**config.mk**
```make
export PLATFORM = sky130hd
export DESIGN_NAME = canvas_draw_scheduler
export DESIGN_NICKNAME = d
export VERILOG_FILES = /design/src/rtl/canvas_pkg.sv /design/src/rtl/canvas_draw_scheduler_rect_raster.sv /design/src/rtl/canvas_draw_scheduler.sv
export SDC_FILE = /design/constraint.sdc
export NUM_CORES = 1
export LEC_CHECK = 0
export BUFFER_PORTS_ARGS = -buffer_cell sky130_fd_sc_hd__clkbuf_2
export CAP_MARGIN = 20
export CORE_MARGIN = 2
export CORE_UTILIZATION = 61
export CTS_CLUSTER_SIZE = 10
export DETAILED_ROUTE_END_ITERATION = 8
export PLACE_DENSITY = 0.93
export SLEW_MARGIN = 25
export SYNTH_ARGS = -nofsm -noshare
export SYNTH_HDL_FRONTEND = slang
export SYNTH_SLANG_ARGS = --single-unit
```
**constraint.sdc**
```tcl
create_clock -name CLOCK -period 6.63 [get_ports CLOCK]
set_input_delay 1.326 -clock CLOCK [delete_from_list [all_inputs] [get_ports CLOCK]]
set_output_delay 1.326 -clock CLOCK [all_outputs]
set_load 0.005 [all_outputs]
```
**src/rtl/canvas_pkg.sv**
```systemverilog
// -----------------------------------------------------------------------------
// canvas_pkg
// Shared types and constants for the canvas draw scheduler:
//   draw_state_t       - scheduler FSM state encoding
//   DEF_*              - default grid geometry and colours
//   X_W / Y_W          - VGA pixel coordinate widths
//   cnt_width()        - counter width helper (never returns 0)
// -----------------------------------------------------------------------------
package canvas_pkg;

  typedef enum logic [1:0] {
    ST_IDLE  = 2'd0,
    ST_PAINT = 2'd1,
    ST_SKIP  = 2'd2,
    ST_CLEAR = 2'd3
  } draw_state_t;

  localparam int DEF_COLS   = 16;
  localparam int DEF_ROWS   = 8;
  localparam int DEF_CELL_W = 10;
  localparam int DEF_CELL_H = 14;

  localparam int X_W      = 8;
  localparam int Y_W      = 7;
  localparam int COLOUR_W = 15;

  localparam logic [COLOUR_W-1:0] DEF_FG = 15'h7FFF;
  localparam logic [COLOUR_W-1:0] DEF_BG = 15'h0000;

  // Width able to hold 0..n-1; a one-element range still needs one bit.
  function automatic int cnt_width(input int n);
    return (n <= 1) ? 1 : $clog2(n);
  endfunction

endpackage

```
**src/rtl/canvas_draw_scheduler_rect_raster.sv**
```systemverilog
// -----------------------------------------------------------------------------
// rect_raster
// Walks a rectangle one pixel per cycle, x inner / y outer.
//   clk, rst_n       - clock, asynchronous active-low reset
//   start            - one-cycle pulse; origin/extent are sampled while running
//   org_x, org_y     - top-left pixel of the rectangle (held stable by caller)
//   x_last, y_last   - width-1 and height-1 of the rectangle
//   x, y             - current pixel (registered)
//   we               - pixel write strobe (registered, continuous within a pass)
//   done             - high together with the last pixel's write strobe
// The first pixel appears the cycle after start; a pass of W*H pixels keeps
// we high for exactly W*H consecutive cycles.
// -----------------------------------------------------------------------------
module rect_raster
  import canvas_pkg::*;
#(
  parameter int CXW = 8,
  parameter int CYW = 7
) (
  input  logic           clk,
  input  logic           rst_n,
  input  logic           start,
  input  logic [X_W-1:0] org_x,
  input  logic [Y_W-1:0] org_y,
  input  logic [CXW-1:0] x_last,
  input  logic [CYW-1:0] y_last,
  output logic [X_W-1:0] x,
  output logic [Y_W-1:0] y,
  output logic           we,
  output logic           done
);

  logic [X_W-1:0] x_q, x_d;
  logic [Y_W-1:0] y_q, y_d;
  logic [CXW-1:0] xc_q, xc_d;
  logic [CYW-1:0] yc_q, yc_d;
  logic           we_q, we_d;
  logic           done_q, done_d;

  always_comb begin
    x_d    = x_q;
    y_d    = y_q;
    xc_d   = xc_q;
    yc_d   = yc_q;
    we_d   = we_q;
    done_d = done_q;
    if (start) begin
      x_d    = org_x;
      y_d    = org_y;
      xc_d   = '0;
      yc_d   = '0;
      we_d   = 1'b1;
      done_d = (x_last == '0) && (y_last == '0);
    end else if (we_q) begin
      if (done_q) begin
        we_d   = 1'b0;
        done_d = 1'b0;
      end else begin
        if (xc_q == x_last) begin
          xc_d = '0;
          x_d  = org_x;
          yc_d = yc_q + CYW'(1);
          y_d  = y_q + Y_W'(1);
        end else begin
          xc_d = xc_q + CXW'(1);
          x_d  = x_q + X_W'(1);
        end
        // Flag the final pixel as it is issued so the caller can leave on
        // the following edge without an idle gap.
        done_d = (xc_d == x_last) && (yc_d == y_last);
      end
    end
  end

  always_ff @(posedge clk or negedge rst_n) begin
    if (!rst_n) begin
      x_q    <= '0;
      y_q    <= '0;
      xc_q   <= '0;
      yc_q   <= '0;
      we_q   <= 1'b0;
      done_q <= 1'b0;
    end else begin
      x_q    <= x_d;
      y_q    <= y_d;
      xc_q   <= xc_d;
      yc_q   <= yc_d;
      we_q   <= we_d;
      done_q <= done_d;
    end
  end

  assign x    = x_q;
  assign y    = y_q;
  assign we   = we_q;
  assign done = done_q;

endmodule

```
**src/rtl/canvas_draw_scheduler.sv**
```systemverilog
// -----------------------------------------------------------------------------
// canvas_draw_scheduler
// Arbitrates cell paint/erase requests and canvas clears onto the single VGA
// write port and keeps the cell occupancy bitmap for the NN input buffer.
//   CLOCK, resetn            - clock, asynchronous active-low reset
//   paint_valid/ready        - request handshake (accepted when both high)
//   paint_col, paint_row     - target cell in grid coordinates
//   paint_erase              - erase request (only honoured with macro)
//   clear_req                - one-cycle pulse: clear whole canvas
//   xdraw, ydraw, colour     - pixel write address and data
//   writeEn                  - pixel write strobe
//   busy                     - not idle, or a clear is waiting
//   range_err                - pulse when an out-of-range request is dropped
//   occupancy                - bit row*COLS+col set when that cell is painted
// Build option: define CANVAS_ERASE_EN to honour paint_erase. Without it the
// port is present but ignored and every request paints FG_COLOUR.
// All outputs are registered.
// -----------------------------------------------------------------------------
module canvas_draw_scheduler
  import canvas_pkg::*;
#(
  parameter int                  COLS      = DEF_COLS,
  parameter int                  ROWS      = DEF_ROWS,
  parameter int                  CELL_W    = DEF_CELL_W,
  parameter int                  CELL_H    = DEF_CELL_H,
  parameter logic [COLOUR_W-1:0] FG_COLOUR = DEF_FG,
  parameter logic [COLOUR_W-1:0] BG_COLOUR = DEF_BG
) (
  input  logic                   CLOCK,
  input  logic                   resetn,
  input  logic                   paint_valid,
  output logic                   paint_ready,
  input  logic [4:0]             paint_col,
  input  logic [3:0]             paint_row,
  input  logic                   paint_erase,
  input  logic                   clear_req,
  output logic [X_W-1:0]         xdraw,
  output logic [Y_W-1:0]         ydraw,
  output logic [COLOUR_W-1:0]    colour,
  output logic                   writeEn,
  output logic                   busy,
  output logic                   range_err,
  output logic [COLS*ROWS-1:0]   occupancy
);

  localparam int CAN_W = COLS * CELL_W;
  localparam int CAN_H = ROWS * CELL_H;
  // The raster is shared, so its counters are sized for the larger (canvas)
  // pass; a cell pass always fits inside.
  localparam int CXW   = cnt_width(CAN_W);
  localparam int CYW   = cnt_width(CAN_H);
  localparam int IDX_W = cnt_width(COLS * ROWS);

  draw_state_t            state_q, state_d;
  logic                   clear_pending_q, clear_pending_d;
  logic                   start_q, start_d;
  logic [X_W-1:0]         org_x_q, org_x_d;
  logic [Y_W-1:0]         org_y_q, org_y_d;
  logic [CXW-1:0]         x_last_q, x_last_d;
  logic [CYW-1:0]         y_last_q, y_last_d;
  logic [COLOUR_W-1:0]    colour_q, colour_d;
  logic [IDX_W-1:0]       idx_q, idx_d;
  logic                   erase_q, erase_d;
  logic [COLS*ROWS-1:0]   occupancy_q, occupancy_d;
  logic                   range_err_q, range_err_d;
  logic                   paint_ready_q, paint_ready_d;
  logic                   busy_q, busy_d;

  logic                   erase_req;
  logic                   req_oor;
  logic [IDX_W-1:0]       req_idx;
  logic [X_W-1:0]         req_org_x;
  logic [Y_W-1:0]         req_org_y;
  logic                   rast_done;

`ifdef CANVAS_ERASE_EN
  assign erase_req = paint_erase;
`else
  logic unused_erase;
  assign unused_erase = paint_erase;
  assign erase_req    = 1'b0;
`endif

  assign req_oor   = (int'(paint_col) >= COLS) || (int'(paint_row) >= ROWS);
  assign req_idx   = IDX_W'(int'(paint_row) * COLS + int'(paint_col));
  assign req_org_x = X_W'(int'(paint_col) * CELL_W);
  assign req_org_y = Y_W'(int'(paint_row) * CELL_H);

  always_comb begin
    state_d         = state_q;
    clear_pending_d = clear_pending_q | clear_req;
    start_d         = 1'b0;
    org_x_d         = org_x_q;
    org_y_d         = org_y_q;
    x_last_d        = x_last_q;
    y_last_d        = y_last_q;
    colour_d        = colour_q;
    idx_d           = idx_q;
    erase_d         = erase_q;
    occupancy_d     = occupancy_q;
    range_err_d     = 1'b0;

    case (state_q)
      ST_IDLE: begin
        if (clear_pending_q) begin
          state_d         = ST_CLEAR;
          start_d         = 1'b1;
          org_x_d         = '0;
          org_y_d         = '0;
          x_last_d        = CXW'(CAN_W - 1);
          y_last_d        = CYW'(CAN_H - 1);
          colour_d        = BG_COLOUR;
          occupancy_d     = '0;
          // A clear_req coinciding with entry must still re-arm.
          clear_pending_d = clear_req;
        end else if (paint_valid && paint_ready_q) begin
          if (req_oor) begin
            range_err_d = 1'b1;
          end else if (occupancy_q[req_idx] == !erase_req) begin
            state_d = ST_SKIP;
          end else begin
            state_d  = ST_PAINT;
            start_d  = 1'b1;
            org_x_d  = req_org_x;
            org_y_d  = req_org_y;
            x_last_d = CXW'(CELL_W - 1);
            y_last_d = CYW'(CELL_H - 1);
            colour_d = erase_req ? BG_COLOUR : FG_COLOUR;
            idx_d    = req_idx;
            erase_d  = erase_req;
          end
        end
      end
      ST_PAINT: begin
        if (rast_done) begin
          state_d            = ST_IDLE;
          occupancy_d[idx_q] = !erase_q;
        end
      end
      ST_SKIP: begin
        state_d = ST_IDLE;
      end
      ST_CLEAR: begin
        if (rast_done) state_d = ST_IDLE;
      end
      default: state_d = ST_IDLE;
    endcase

    // Handshake/status outputs are registered from next-state values so they
    // always describe the state the FSM is actually in.
    paint_ready_d = (state_d == ST_IDLE) && !clear_pending_d;
    busy_d        = (state_d != ST_IDLE) || clear_pending_d;
  end

  always_ff @(posedge CLOCK or negedge resetn) begin
    if (!resetn) begin
      state_q         <= ST_IDLE;
      clear_pending_q <= 1'b0;
      start_q         <= 1'b0;
      org_x_q         <= '0;
      org_y_q         <= '0;
      x_last_q        <= '0;
      y_last_q        <= '0;
      colour_q        <= BG_COLOUR;
      idx_q           <= '0;
      erase_q         <= 1'b0;
      occupancy_q     <= '0;
      range_err_q     <= 1'b0;
      paint_ready_q   <= 1'b1;
      busy_q          <= 1'b0;
    end else begin
      state_q         <= state_d;
      clear_pending_q <= clear_pending_d;
      start_q         <= start_d;
      org_x_q         <= org_x_d;
      org_y_q         <= org_y_d;
      x_last_q        <= x_last_d;
      y_last_q        <= y_last_d;
      colour_q        <= colour_d;
      idx_q           <= idx_d;
      erase_q         <= erase_d;
      occupancy_q     <= occupancy_d;
      range_err_q     <= range_err_d;
      paint_ready_q   <= paint_ready_d;
      busy_q          <= busy_d;
    end
  end

  rect_raster #(
    .CXW (CXW),
    .CYW (CYW)
  ) u_raster (
    .clk    (CLOCK),
    .rst_n  (resetn),
    .start  (start_q),
    .org_x  (org_x_q),
    .org_y  (org_y_q),
    .x_last (x_last_q),
    .y_last (y_last_q),
    .x      (xdraw),
    .y      (ydraw),
    .we     (writeEn),
    .done   (rast_done)
  );

  assign colour      = colour_q;
  assign paint_ready = paint_ready_q;
  assign busy        = busy_q;
  assign range_err   = range_err_q;
  assign occupancy   = occupancy_q;

endmodule

```
## After elaboration in Yosys (flattened, before gate mapping)

Cells that the tools add are included.
Widths: inputs -> output; s select.

- Register bits: 219
- Latch bits: 0
- Bits in writable memories: 0
- ROM bits: 0
- Output and inout bits: 162
- Word-level logic and storage cells: 142
- Memories: 0

- Add/sub/neg operators: 5
- $mul: 2
- Div/mod/pow operators: 0
- $lt $le $gt $ge: 5
- Equality and inequality tests: 11
- Shifts and indexed selects: 0
- Mux-type cells: 72
- Bitwise operators: 5
- Reduce and logical (&&, ||, !) cells: 23

Operators by type and width:

| kind | count |
|---|---|
| $mux 128 | 2 |
| $pmux 128 s2 | 1 |
| $mux 8 | 19 |
| $mux 7 | 19 |
| $or 128x128->128 | 1 |
| $mux 15 | 4 |
| $mux 1 | 19 |
| $add 8x1->8 const B | 2 |
| $eq 8x8->1 | 2 |
| $lt 7x8->1 const B | 2 |
| $add 7x1->7 const B | 2 |
| $mux 2 | 5 |
| $reduce_bool 2->1 | 5 |
| $logic_not 8->1 | 1 |
| $ne 2x2->1 const B | 4 |
| $add 7x5->7 | 1 |
| $bmux 1 s7 | 1 |
| $demux 1 s7 | 1 |
| $eq 7x7->1 | 1 |
| $ge 7x1->1 const B | 1 |
| $logic_not 7->1 | 1 |
| $mul 5x3->7 const B | 1 |
| $mul 4x3->6 const B | 1 |
| $pmux 2 s3 | 1 |
| other kinds (16) | 26 |

## Depth between registers and ports, before layout

- Depth after elaboration: 10
- Depth in mapped cells: 13
- Gate-level depth less buffers: 9

## Cells and area by module

From an unflattened synthesis, not the netlist that was laid out.

- Cell total of the unflattened synthesis: 963
- Area, all modules: 9829.4 um^2

By module, submodules not included:

| module | instances | cells each | area an instance (um^2) |
|---|---|---|---|
| canvas_draw_scheduler | 1 | 685 | 7442.1 |
| rect_raster | 1 | 278 | 2387.3 |

## Worst setup path before layout

OpenSTA, ideal clock, no wires.

- Path type: in2reg
- From: input port paint_col[0]
- To: register idx_q[2]
- Arrival time: 3.437 ns
- Required time: 6.505 ns
- Setup slack: 3.068 ns
- Stages: 11
- Path buffers: 4
- Cells stage by stage: buf_6 buf_8 buf_6 buf_6 mux2i_1 a2bb2oi_1 o211ai_1 a222oi_1 o32ai_2 o21ai_2 mux2_2

- Longest elaborated chain between the ends: 5

Ends and longest elaborated chain:

| item | RTL line | source |
|---|---|---|
| start, declared | canvas_draw_scheduler.sv:33 | `input logic [4:0] paint_col,` |
| $add 7x5->7 | canvas_draw_scheduler.sv:85 | `assign req_idx = IDX_W'(int'(paint_row) * COLS + int'(paint_col));` |
| $bmux 1 s7 | canvas_draw_scheduler.sv:119 | `end else if (occupancy_q[req_idx] == !erase_req) begin` |
| $mux 1 (implied by the code) | canvas_draw_scheduler.sv:119 |  |
| $not 1->1 (no source line) | - |  |
| $reduce_and 5->1 (no source line) | - |  |
| end signal, assigned | canvas_draw_scheduler.sv:180 | `idx_q <= idx_d;` |
| end, declared | canvas_draw_scheduler.sv:62 | `logic [IDX_W-1:0] idx_q, idx_d;` |

Several ways; a longest one is shown, not always the timed one. The select of a mux whose other input is x is not followed.
A chain may end at the register's enable or synchronous reset.

## Final worst setup path

- From: input port paint_col[0]
- To: register state_q[0]

- Longest elaborated chain between the ends: 8

Ends and longest elaborated chain:

| item | RTL line | source |
|---|---|---|
| $add 7x5->7 | canvas_draw_scheduler.sv:85 |  |
| $bmux 1 s7 | canvas_draw_scheduler.sv:119 |  |
| $mux 1 (implied by the code) | canvas_draw_scheduler.sv:119 |  |
| $mux 2 | canvas_draw_scheduler.sv:119 |  |
| $mux 2 * | canvas_draw_scheduler.sv:117 | `if (req_oor) begin` |
| $mux 2 * | canvas_draw_scheduler.sv:116 | `end else if (paint_valid && paint_ready_q) begin` |
| $mux 2 * | canvas_draw_scheduler.sv:105 | `if (clear_pending_q) begin` |
| $pmux 2 s3 * | canvas_draw_scheduler.sv:103 | `case (state_q)` |
| named net state_d[0] | canvas_draw_scheduler.sv:54 | `draw_state_t state_q, state_d;` |
| end signal, assigned | canvas_draw_scheduler.sv:172 | `state_q <= state_d;` |
| end, declared | canvas_draw_scheduler.sv:54 |  |

Mark *: on every way through the listed nets, which the timed path passes. The rest lies on a longest branch. The select of a mux whose other input is x is not followed.

==> results.sh <==
export IMPL_synth_edf_count=0
export IMPL_fin_crit_sh=0.598
export IMPL_yosysMostFrequentCell="dfrtp_1"
export IMPL_ys_ff_latch=190
export IMPL_wl_per_cell_um=20.9
export IMPL_synthArstFlopShare=1.00
export IMPL_p_per_area_mw_per_mm2=210
export IMPL_ys_warn_count=0
export IMPL_drv_cap=0
export IMPL_fmax_mhz=252
export IMPL_p_seq_frac=0.494
export IMPL_n_antenna_cell=0
export IMPL_yosysTopAreaCell="dfrtp_1"
export IMPL_switchingPower_mw=0.573
export IMPL_required_ns=6.95
export IMPL_end_kind="flip-flop"
export IMPL_cts_clk_slew_worst_paths_ns=0.07
export IMPL_cp_max_fo=20
export IMPL_min_from="org_y_q[6]"
export IMPL_final_min_clock_period_ns=3.96
export IMPL_synthCells=960
export IMPL_grt_pass1_vias=8302
export IMPL_grt_pass1_wl_um=43400
export IMPL_ys_flop_type="dfrtp_1"
export IMPL_critPathLaunch="paint_col[0]"
export IMPL_r2r_start="x_last_q[4]"
export IMPL_area_growth_pct=14.5
export IMPL_ctsHoldBuffers=0
export IMPL_cts_sinks=190
export IMPL_ys_top_cells_by_count="dfrtp_1 (189), nor2_1 (183), a21oi_1 (145), nand2_1 (54), mux2i_1 (33)"
export IMPL_cts_resized=0
export IMPL_finalClockSkew_ns=0.0102
export IMPL_grt_max_degree=97
export IMPL_ys_seq_area_frac=0.489
export IMPL_p_total_mw=2.34
export IMPL_multi_input_area_mm2=0.00448
export IMPL_fp_row_count=46
export IMPL_worst_setup_path_start_kind="primary input"
export IMPL_p_int_mw=1.77
export IMPL_ctsHtreeMaxLevel=4
export IMPL_syn_nets=997
export IMPL_die_area_mm2=0.0170
export IMPL_ant_nets=0
export IMPL_dr_pass1_iters=8
export IMPL_sw_frac_of_total=0.245
export IMPL_core_area_mm2=0.0157
export IMPL_final_nets=1132
export IMPL_setup_viol=0
export IMPL_cts_inserted_buffers=17
export IMPL_p_comb_frac=0.045
export IMPL_clock_power_share=0.461
export IMPL_via_per_inst=6.47
export IMPL_min_path_type="reg2reg"
export IMPL_finalMaxSlewViolations=0
export IMPL_p_leak_nw=5.66
export IMPL_worst_pin_slew_ns=1.10
export IMPL_start_util=0.619
export IMPL_r2r_slack_ns=3.83
export IMPL_holdPathEnd="u_raster.y[6]"
export IMPL_fin_util=0.708
export IMPL_wl_met2_um=13300
export IMPL_port_buffers=174
export IMPL_ctsLongestPathBuffers=2
export IMPL_synthDistinctLibCells=78
export IMPL_max_slew_margin_rel=0.260
export IMPL_cts_tree="built"
export IMPL_cp_arrival_ns=4.28
export IMPL_synth_top_area_share=0.486
export IMPL_postCtsSetupRepairBufs=0
export IMPL_highest_layer="met4"
export IMPL_tns_ns=0
export IMPL_ir_drop_uv=198
export IMPL_regArea_mm2=0.00476
export IMPL_status="finished clean"
export IMPL_finalWirelength_um=27600
export IMPL_timing_rr_end="u_raster.done"
export IMPL_holdWs_ns=0.506
export IMPL_worstSetupPathType="in2reg"
export IMPL_syn_avg_cell_area_um2=10.1
export IMPL_die_w_um=130
export IMPL_rsz0062_at_grt="no"
export IMPL_hold_viol=0
export IMPL_clk_latency_ns=0.45
export IMPL_gp_congestion=0.851
export IMPL_drc=0
export IMPL_r2r_cells=7
export IMPL_route_vias_total=8568
export IMPL_grt_overflow=0
export IMPL_pin_count=176
export IMPL_hpwl_um=17900
export IMPL_fillers=1042
export IMPL_layout_drive_gt1_share=0.255
export IMPL_syn_area_mm2=0.00972
export IMPL_yosys_top_cells_area="dfrtp_1 (49%), a21oi_1 (7.5%), nor2_1 (7.1%)"
export IMPL_met1Wirelength_um=9990
export IMPL_antenna_found_initial=0
export IMPL_wl_met3_um=3010
export IMPL_dr_first_iter_drc_count=1180
export IMPL_die_h_um=130
export IMPL_root_buffer="clkbuf_16"
export IMPL_worstHoldPathCells=2
export IMPL_grt_usage=0.333
-- kinds of logic after synthesis --
group	share of synthesized area
compound gates	0.131
simple gates	0.168
fa+ha+maj	0.0335
mux	0.103
buf+inv	0.0530
xor+xnor	0.0216
flops	0.489
-- through the flow --
stage | instances | worst slack [ns] | instance area (um2)
after global placement | 1292 | 2.33 | 10500
after global routing | 1324 | 2.47 | 11100
after floorplan | 960 | 3.07 | 9720
final | 1324 | 2.67 | 11100
after CTS | 1324 | 2.72 | 11100
after detailed placement | 1292 | 2.27 | 10500
-- worst max-delay path, stage by stage --
cell and delay (ns):
clkbuf_2 0.35, buf_4 0.38, mux4_2 0.30, mux2i_1 0.10, or2_2 0.31, a222oi_1 0.41, a21oi_1 0.24, o21ai_2 0.16
buf_4 0.32, or3b_1 0.38
-- worst max-delay path by stage --
stage / end / slack (ns) / cells after the start
floorplan: idx_q[2] / 3.07 / 11
global placement: x_last_q[4] / 2.33 / 10
detailed placement: x_last_q[4] / 2.27 / 10
CTS: x_last_q[4] / 2.72 / 10
global route: state_q[0] / 2.47 / 9
finish: state_q[0] / 2.67 / 10
-- per-layer routing --
layer,track usage,vias to the layer above
met5,0,-
met4,0.176,0
met3,0.0935,147
met2,0.528,628
met1,0.420,4149
li1,-,3644
-- state kept, by name, summed over array words and instances, names as in the netlist --
signal / count
clear_pending_q: 1
state_q: 2
org_y_q: 6
busy: 1
u_raster.yc_q: 7
u_raster.xc_q: 8
occupancy: 128
idx_q: 7
range_err: 1
colour: 1
org_x_q: 7
start_q: 1
u_raster.we: 1
paint_ready: 1
u_raster.done: 1
u_raster.x: 8
x_last_q: 2
u_raster.y: 7
-- area by class of cell --
type,count,area share
tap,216,0.0243
inverter,13,0.00438
multi-input combinational,688,0.402
timing repair buffer,185,0.0862
clock buffer,17,0.0382
sequential,190,0.427
clock inverter,15,0.0176
-- power by group through the flow --
stage | logic (mW) | clock network (mW) | registers [mW]
finish | 0.106 | 1.08 | 1.16
global route | 0.118 | 1.13 | 1.16
CTS | 0.106 | 1.08 | 1.16
detailed placement | 0.104 | 0 | 1.18
global placement | 0.100 | 0 | 1.18
floorplan | 0.0625 | 0 | 1.18
-- layout by cell type, fill, tap and decap left out, types with 11 or more instances in the layout --
cell | netlist | routed
a21oi_1 | 145 | 145
nor3_1 | 17 | 15
mux2_2 | 15 | 15
nor2_1 | 183 | 178
nand2b_1 | 20 | 20
mux2i_1 | 33 | 33
o21ai_0 | 21 | 21
clkbuf_16 | 0 | 17
inv_1 | 13 | 13
mux4_2 | 19 | 19
clkbuf_2 | 0 | 173
nand3_1 | 19 | 19
nand2_1 | 54 | 54
buf_4 | 17 | 11
ha_1 | 18 | 18
xnor2_1 | 14 | 14
dfrtp_1 | 189 | 189
Note: power is estimated with default switching activity, not from simulation.
